### config.mk
export PLATFORM = sky130hd
export DESIGN_NAME = if_prefetch
export DESIGN_NICKNAME = d
export VERILOG_FILES = /design/src/rtl/if_pkg.sv /design/src/rtl/if_pf_ring.sv /design/src/rtl/if_prefetch.sv
export SDC_FILE = /design/constraint.sdc
export NUM_CORES = 1
export LEC_CHECK = 0
export ABC_CLOCK_PERIOD_IN_PS = 9770
export BUFFER_PORTS_ARGS = -buffer_cell sky130_fd_sc_hd__buf_2
export CORE_MARGIN = 5
export CORE_UTILIZATION = 58
export DETAILED_ROUTE_END_ITERATION = 6
export PLACE_DENSITY = 0.8
export SYNTH_ARGS = -nofsm -noshare
export SYNTH_HDL_FRONTEND = slang
export SYNTH_HIERARCHICAL = 1
export SYNTH_SLANG_ARGS = --single-unit
### constraint.sdc
create_clock -name CLK -period 9.77 [get_ports CLK]
set_input_delay 1.4655 -clock CLK [delete_from_list [all_inputs] [get_ports CLK]]
set_output_delay 1.4655 -clock CLK [all_outputs]
set_load 0.01 [all_outputs]
### src/rtl/if_pkg.sv
// if_pkg: shared defaults and pointer-width helper for the prefetch front end
package if_pkg;
    localparam int unsigned ADDR_W_D   = 32;
    localparam int unsigned DATA_W_D   = 32;
    localparam int unsigned DEPTH_D    = 4;
    localparam int unsigned PC_INC_D   = 1;
    localparam int unsigned RESET_PC_D = 0;
    function automatic int ptr_w(input int depth);
        return $clog2(depth) + 1;
    endfunction
endpackage

### src/rtl/if_pf_ring.sv
// if_pf_ring: prefetch slot storage, pc written at alloc, data written at fill, async read at rd
module if_pf_ring #(
    parameter int ADDR_W = 32,
    parameter int DATA_W = 32,
    parameter int DEPTH  = 4,
    localparam int IW    = $clog2(DEPTH)
) (
    input  logic              CLK,
    input  logic              RST,
    input  logic              pc_we,
    input  logic [IW-1:0]     pc_idx,
    input  logic [ADDR_W-1:0] pc_wdata,
    input  logic              data_we,
    input  logic [IW-1:0]     data_idx,
    input  logic [DATA_W-1:0] data_wdata,
    input  logic [IW-1:0]     rd_idx,
    output logic [ADDR_W-1:0] rd_pc,
    output logic [DATA_W-1:0] rd_data
);
    logic [ADDR_W-1:0] pcs  [DEPTH];
    logic [DATA_W-1:0] data [DEPTH];

    assign rd_pc   = pcs[rd_idx];
    assign rd_data = data[rd_idx];

    // slot writes: pc lands when the request is granted, data when its response returns
    always_ff @(posedge CLK or posedge RST) begin
        if (RST) begin
            for (int i = 0; i < DEPTH; i++) begin
                pcs[i]  <= '0;
                data[i] <= '0;
            end
        end else begin
            if (pc_we) pcs[pc_idx] <= pc_wdata;
            if (data_we) data[data_idx] <= data_wdata;
        end
    end
endmodule

### src/rtl/if_prefetch.sv
// if_prefetch: sequential instruction fetch with an in-order prefetch queue and branch flush
module if_prefetch import if_pkg::*; #(
    parameter int          ADDR_W   = ADDR_W_D,
    parameter int          DATA_W   = DATA_W_D,
    parameter int          DEPTH    = DEPTH_D,
    parameter int unsigned PC_INC   = PC_INC_D,
    parameter int unsigned RESET_PC = RESET_PC_D
) (
    input  logic              CLK,
    input  logic              RST,
    input  logic              pc_WPC,
    input  logic              tf_out,
    input  logic [ADDR_W-1:0] alu_result,
    output logic              im_req,
    output logic [ADDR_W-1:0] im_addr,
    input  logic              im_gnt,
    input  logic              im_rvalid,
    input  logic [DATA_W-1:0] im_rdata,
    output logic              inst_valid,
    input  logic              inst_ready,
    output logic [DATA_W-1:0] inst_data,
    output logic [ADDR_W-1:0] inst_pc
);
    localparam int PW = ptr_w(DEPTH);
    localparam int IW = PW - 1;
    localparam logic [PW:0] DEPTH_C = (PW + 1)'(DEPTH);

    logic [ADDR_W-1:0] pc;
    logic [PW-1:0] alloc, fill, rd, disc, occ, disc_flush;
    logic grant, take, drop, pop;

    assign occ        = alloc - rd;
    assign im_req     = ~RST & pc_WPC & ~tf_out & (({1'b0, occ} + {1'b0, disc}) < DEPTH_C);
    assign im_addr    = pc;
    assign grant      = im_req & im_gnt;
    assign drop       = im_rvalid & (disc != '0);
    assign take       = im_rvalid & (disc == '0);
    assign inst_valid = (fill != rd) & ~tf_out;
    assign pop        = inst_valid & inst_ready;
    // every response still owed after this cycle becomes stale on a redirect
    assign disc_flush = (alloc - fill) - PW'(take) + disc - PW'(drop);

    if_pf_ring #(.ADDR_W(ADDR_W), .DATA_W(DATA_W), .DEPTH(DEPTH)) u_ring (
        .CLK        (CLK),
        .RST        (RST),
        .pc_we      (grant),
        .pc_idx     (alloc[IW-1:0]),
        .pc_wdata   (pc),
        .data_we    (take & ~tf_out),
        .data_idx   (fill[IW-1:0]),
        .data_wdata (im_rdata),
        .rd_idx     (rd[IW-1:0]),
        .rd_pc      (inst_pc),
        .rd_data    (inst_data)
    );

    // pc, queue pointers and discard count; redirect overrides grant, fill and pop
    always_ff @(posedge CLK or posedge RST) begin
        if (RST) begin
            pc    <= ADDR_W'(RESET_PC);
            alloc <= '0;
            fill  <= '0;
            rd    <= '0;
            disc  <= '0;
        end else if (tf_out) begin
            pc    <= alu_result;
            alloc <= '0;
            fill  <= '0;
            rd    <= '0;
            disc  <= disc_flush;
        end else begin
            if (grant) begin
                alloc <= alloc + 1'b1;
                pc    <= pc + ADDR_W'(PC_INC);
            end
            if (take) fill <= fill + 1'b1;
            if (drop) disc <= disc - 1'b1;
            if (pop) rd <= rd + 1'b1;
        end
    end
endmodule

### Yosys cells after proc, flatten, opt, wreduce, memory -nomap -nowiden

Cells that the tools add are included.
Widths: inputs -> output; s select.

| operators by class | value |
|---|---|
| add/sub/neg operators | 11 |
| multipliers | 0 |
| divide/modulo/power cells | 0 |
| magnitude comparators | 6 |
| equal/unequal tests | 1 |
| shifts and indexed selects | 0 |
| multiplexer cells | 22 |
| bitwise operators | 14 |
| reduce and logical (&&, ||, !) cells | 8 |

Operator list:

| kind | number |
|---|---|
| $bwmux 128 | 2 |
| $mux 32 | 8 |
| $bmux 32 s2 | 2 |
| $demux 32 s2 | 2 |
| $add 32x1->32 const B | 1 |
| $mux 3 | 8 |
| $add 3x1->3 const B | 3 |
| $and 1x1->1 | 9 |
| $ge 3x3->1 const B | 3 |
| $not 2->3 | 3 |
| $reduce_bool 2->1 | 4 |
| $lt 3x1->1 const B | 2 |
| $sub 3x1->3 | 2 |
| $sub 3x3->3 | 2 |
| $add 3x3->4 | 1 |
| $lt 4x3->1 const B | 1 |
| $add 3x3->3 | 1 |
| $logic_not 3->1 | 1 |
| $ne 3x3->1 | 1 |
| $reduce_bool 3->1 | 1 |
| $sub 3x1->3 const B | 1 |
| $logic_and 1x1->1 | 2 |
| $not 1->1 | 2 |

| word-level totals | value |
|---|---|
| register bits | 300 |
| bits in latches | 0 |
| RAM bits | 0 |
| bits in read-only memories | 0 |
| input bits | 71 |
| memories kept | 0 |

### Depth between registers and ports, before layout

| depth | value |
|---|---|
| word-level depth | 7 |
| depth in mapped cells | 15 |
| depth with buffers taken out | 15 |

### Modules after synthesis

Netlist, hierarchy kept.

By module, submodules not included:

| module | times used | cells an instance | area an instance (um^2) | sequential area each (um^2) |
|---|---|---|---|---|
| if_pf_ring | 1 | 623 | 11039.3 | 6406.1 |
| if_prefetch | 1 | 328 | 2879.0 | 1101.1 |

### Worst setup path after synthesis

OpenSTA, ideal clock, no wires.

| path | value |
|---|---|
| path type | input -> register |
| start point | input im_rvalid |
| end point | register disc[2] |
| setup time | 123 ps |
| arrival time | 4451 ps |
| required time | 9647 ps |
| setup slack | 5195 ps |
| cell stages on the path | 12 |
| path buffers | 0 |
| cell sequence | nor3b_1 ha_1 fa_1 fa_1 inv_1 ha_1 fa_1 xnor2_1 xnor2_1 xnor2_1 a21oi_1 xnor2_1 |

| on the way | value |
|---|---|
| longest elaborated chain between the ends | 5 |
| elaborated cells on any way between the ends | 7 |

RTL lines:

| element | RTL line | source |
|---|---|---|
| start: declaration | if_prefetch.sv:17 | `input logic im_rvalid,` |
| $and 1x1->1 | if_prefetch.sv:37 | `assign take = im_rvalid & (disc == '0);` |
| $sub 3x1->3 | if_prefetch.sv:41 | `assign disc_flush = (alloc - fill) - PW'(take) + disc - PW'(drop);` |
| $add 3x3->3 | if_prefetch.sv:41 |  |
| $sub 3x1->3 | if_prefetch.sv:41 |  |
| $mux 3 | if_prefetch.sv:65 | `end else if (tf_out) begin` |
| end signal: assignment | if_prefetch.sv:70 | `disc <= disc_flush;` |
| end signal: assignment | if_prefetch.sv:77 | `if (drop) disc <= disc - 1'b1;` |
| end: declaration | if_prefetch.sv:29 | `logic [PW-1:0] alloc, fill, rd, disc, occ, disc_flush;` |

Several ways; a longest one is shown, not always the timed one.
A chain may end at the register's enable or synchronous reset.

### Worst setup path after layout

| path | value |
|---|---|
| start point | register rd[0] |
| end point | register u_ring/pcs[29] (netlist name) |

| on the way | value |
|---|---|
| longest elaborated chain between the ends | 5 |

RTL lines:

| element | RTL line | source |
|---|---|---|
| start: declaration | if_prefetch.sv:29 |  |
| start signal: assignment | if_prefetch.sv:78 | `if (pop) rd <= rd + 1'b1;` |
| $sub 3x3->3 | if_prefetch.sv:32 | `assign occ = alloc - rd;` |
| $add 3x3->4 | if_prefetch.sv:33 | `assign im_req = ~RST & pc_WPC & ~tf_out & (({1'b0, occ} + {1'b0, disc}) < DEPTH_C);` |
| $lt 4x3->1 | if_prefetch.sv:33 |  |
| $and 1x1->1 | if_prefetch.sv:33 |  |
| $and 1x1->1 | if_prefetch.sv:35 | `assign grant = im_req & im_gnt;` |
| end signal: indexed assignment | if_pf_ring.sv:34 | `if (pc_we) pcs[pc_idx] <= pc_wdata;` |
| end: declaration | if_pf_ring.sv:20 | `logic [ADDR_W-1:0] pcs [DEPTH];` |

No other way between the ends.

==> run metrics <==
Synthesized Nets=1039; row count=56; Least-Margin Pin Slew=1.12 ns; Layout Nets=1201; outcome=finished clean; count of final hold-check violations=0; cell count after synthesis=951; Top FF cell, synth=dfrtp_1; # Max-Cap Violations=0; Synth Cell Area=0.0139 mm²; clock sink total=300; largest family of logic cells by synthesized area=multiplexers; Final Cycle Share=52.4%; fin cells=1450; Total Wirelength=30.4 mm; CTS tree=yes; Max clock buf depth=3; pins over their slew limit=0; clock latency at the later pin of the worst-skew pair=0.55 ns; crit path DAT=5.54 ns; critical setup path kind=reg2reg; Clock transition at path regs=0.06 ns; PnR worst setup slack=4.65 ns; clock power share=28.9%; area grow syn2layout=14.6%; final worst path period need=5.12 ns; final number of setup-violating endpoints=0; Final TNS setup=0 ns; worst-path cell with the longest stage delay=nand3_2; Max H-tree Level=1; Total GRT Usage=22.9%; Seq pwr share=43.8%; Post-Synth Adder-Cell Area=1.80%; Post-synth EDFFs=0; I/O pin cnt=169; total die area=0.0272 mm²; Synth Area in Simple Gates=5.53%; achievable frequency=195 MHz; total core area=0.0235 mm²; post-synthesis cell type count=54; post_cts resized=0; maximum vdd drop=131 µV; vias per cell=5.99; CTS Buf Count=31; Avg Cell Area, Syn=14.6 µm²; total chip power=3.84 mW; Starting Density=59.1%; GPL Wtd Cong=0.866; TritonRoute pass-1 iters=5; Antenna Cells=0; Synth Area in Compound Gates=3.28%; Worst Setup End Kind=flop; placed insts=1399; DRC viols=0; cell area after placement=0.0150 mm²; switching fraction of total power=28.7%; post-synthesis mux area share=31.4%; die width=165 µm; xor and xnor area share after synthesis=1.32%; Port Buffers=168; wire length per cell=21.0 µm; CTS Hold Buffers Added=0; post-route ant nets=0; register area share after synthesis=53.9%; Fillers=1704; synth warn=6; Pleak=7.66 nW; RSZ-0062 raised after global routing=false; Gate power share=27.3%; Setup crit start kind=flop; global-route wire length before repair=49.3 mm; Async SR Flop Fraction=100%; number of global-route vias before repair=9289; critical-path cell list=ha_1 -> inv_1 -> fa_1 -> xor2_1 -> xnor2_1 -> ha_1 -> nor4b_1 -> nand4_1 -> buf_4 -> inv_1 -> nand3_2 -> mux2_2; initial antenna violation count=1; setup bufs post-CTS=0; Power Internal=2.74 mW; fin area=0.0159 mm²; CP required=10.18 ns; critical path fanouts, max=32; worst hold path class=reg2reg; GRT overflow=0; post-DP HPWL=19.7 mm; DP Worst Slack=4.61 ns; max incr delay on CP=1.00 ns; Initial DRC Count=703; clock skew=0.0152 ns; Rel. slew slack=25.0%; net switching power=1.10 mW; via count=8688; die span in y=165 µm; cell area power density=241 mW/mm²; largest net degree at the start of global routing=95; FF+latch count, synth=300; layout cell share with drive strength beyond 1=49.3%; clk root buf=clkbuf_16
-- metrics by stage --
step / util [%] / hold slack, ns
2_1_floorplan: - / 0.453
3_3_place_gp: 63.7 / 0.464
3_5_place_dp: 63.7 / 0.474
4_1_cts: 67.7 / 0.488
5_1_grt: 67.7 / 0.513
6_report: 67.7 / 0.483
-- worst max-delay path: cells and delay by family, from the launching register on --
family | cells | cell delay, ns
buffers and inverters | 3 | 0.89
adder cells (fa/ha/maj) | 3 | 0.87
flip-flops | 1 | 0.74
multiplexers | 1 | 0.61
AND/OR/NAND/NOR | 3 | 1.60
XOR/XNOR | 2 | 0.29
-- path summary, 6_finish.rpt --
check	end	from	cells past startpoint	slack, ns
worst max-delay path	u_ring/pcs[29]	rd[0]	12	4.65
worst min-delay path	u_ring/data[121]	u_ring/data[121]	1	0.48
worst max register to register	u_ring/pcs[29]	rd[0]	12	4.65
worst min register to register	u_ring/data[121]	u_ring/data[121]	1	0.48
max in group asynchronous	u_ring/data[44]	RST	3	7.11
min in group asynchronous	u_ring/pcs[51]	RST	2	1.09
-- power by group through the flow --
stage / Sequential (mW) / Clock [mW] / Combinational [mW]
2_1_floorplan: 1.63 / 0 / 0.769
3_3_place_gp: 1.69 / 0 / 1.03
3_5_place_dp: 1.70 / 0 / 1.06
4_1_cts: 1.68 / 1.13 / 1.07
5_1_grt: 1.72 / 1.19 / 1.16
6_report: 1.68 / 1.11 / 1.05
-- cells by family (layout without fill, tap and decap cells) --
kind of cell	Yosys count	in the layout
multiplexers	325	325
XOR/XNOR	21	21
flip-flops	300	300
buffers and inverters	74	254
adder cells (fa/ha/maj)	17	17
AO/OA/AOI/OAI	70	70
AND/OR/NAND/NOR	144	144
-- cell usage in the layout (no fill, tap or decap), types with 16 or more instances in the layout --
master,Yosys,final
nor2_1,22,22
dfrtp_1,300,298
inv_1,23,21
clkbuf_16,0,31
mux4_2,64,64
mux2_2,253,253
o21ai_0,28,28
nand2_1,42,42
buf_2,18,168
nand3_1,18,16
-- sequential cells by signal, summed over array words and instances, names as in the netlist --
register     cells
u_ring/data    128
rd               3
u_ring/pcs     128
disc             3
fill             3
im_addr         32
alloc            3
-- synthesized netlist by cell type, drive strengths merged (4+ instances only) --
cell type / count / area share, %
a21oi: 9 / 0.32
a31oi: 4 / 0.18
and3: 6 / 0.28
buf: 40 / 1.8
clkbuf: 11 / 0.30
dfrtp: 300 / 54
fa: 5 / 0.72
ha: 12 / 1.1
inv: 23 / 0.62
mux2: 257 / 21
mux2i: 4 / 0.29
mux4: 64 / 10
nand2: 42 / 1.1
nand3: 20 / 0.79
nand3b: 6 / 0.32
nand4: 14 / 0.63
nor2: 22 / 0.59
nor2b: 5 / 0.22
nor3b: 4 / 0.29
nor4: 8 / 0.40
o211ai: 5 / 0.27
o21ai: 28 / 1.0
o311ai: 8 / 0.50
or3: 5 / 0.26
xnor2: 12 / 0.76
xor2: 9 / 0.57
-- per-layer routing --
layer / up-vias / wire (µm) / GRT usage (%) / share of wire, %
met5: - / 20 / 0 / 0.066
met2: 272 / 14600 / 37.3 / 48
li1: 3856 / - / - / -
met4: 2 / 558 / 5.52 / 1.8
met3: 52 / 2160 / 4.82 / 7.1
met1: 4506 / 13100 / 32.0 / 43
-- cell type report --
class,instances,area (µm²),area share (%)
Inverter,23,93.8,0.588
Sequential cell,300,7510,47.1
Clock inverter,4,45.0,0.282
Tap cell,319,399,2.50
Clock buffer,47,906,5.68
Multi-Input combinational cell,577,6060,38.0
Timing Repair Buffer,180,931,5.84
Power figures use the tool's default switching activity.
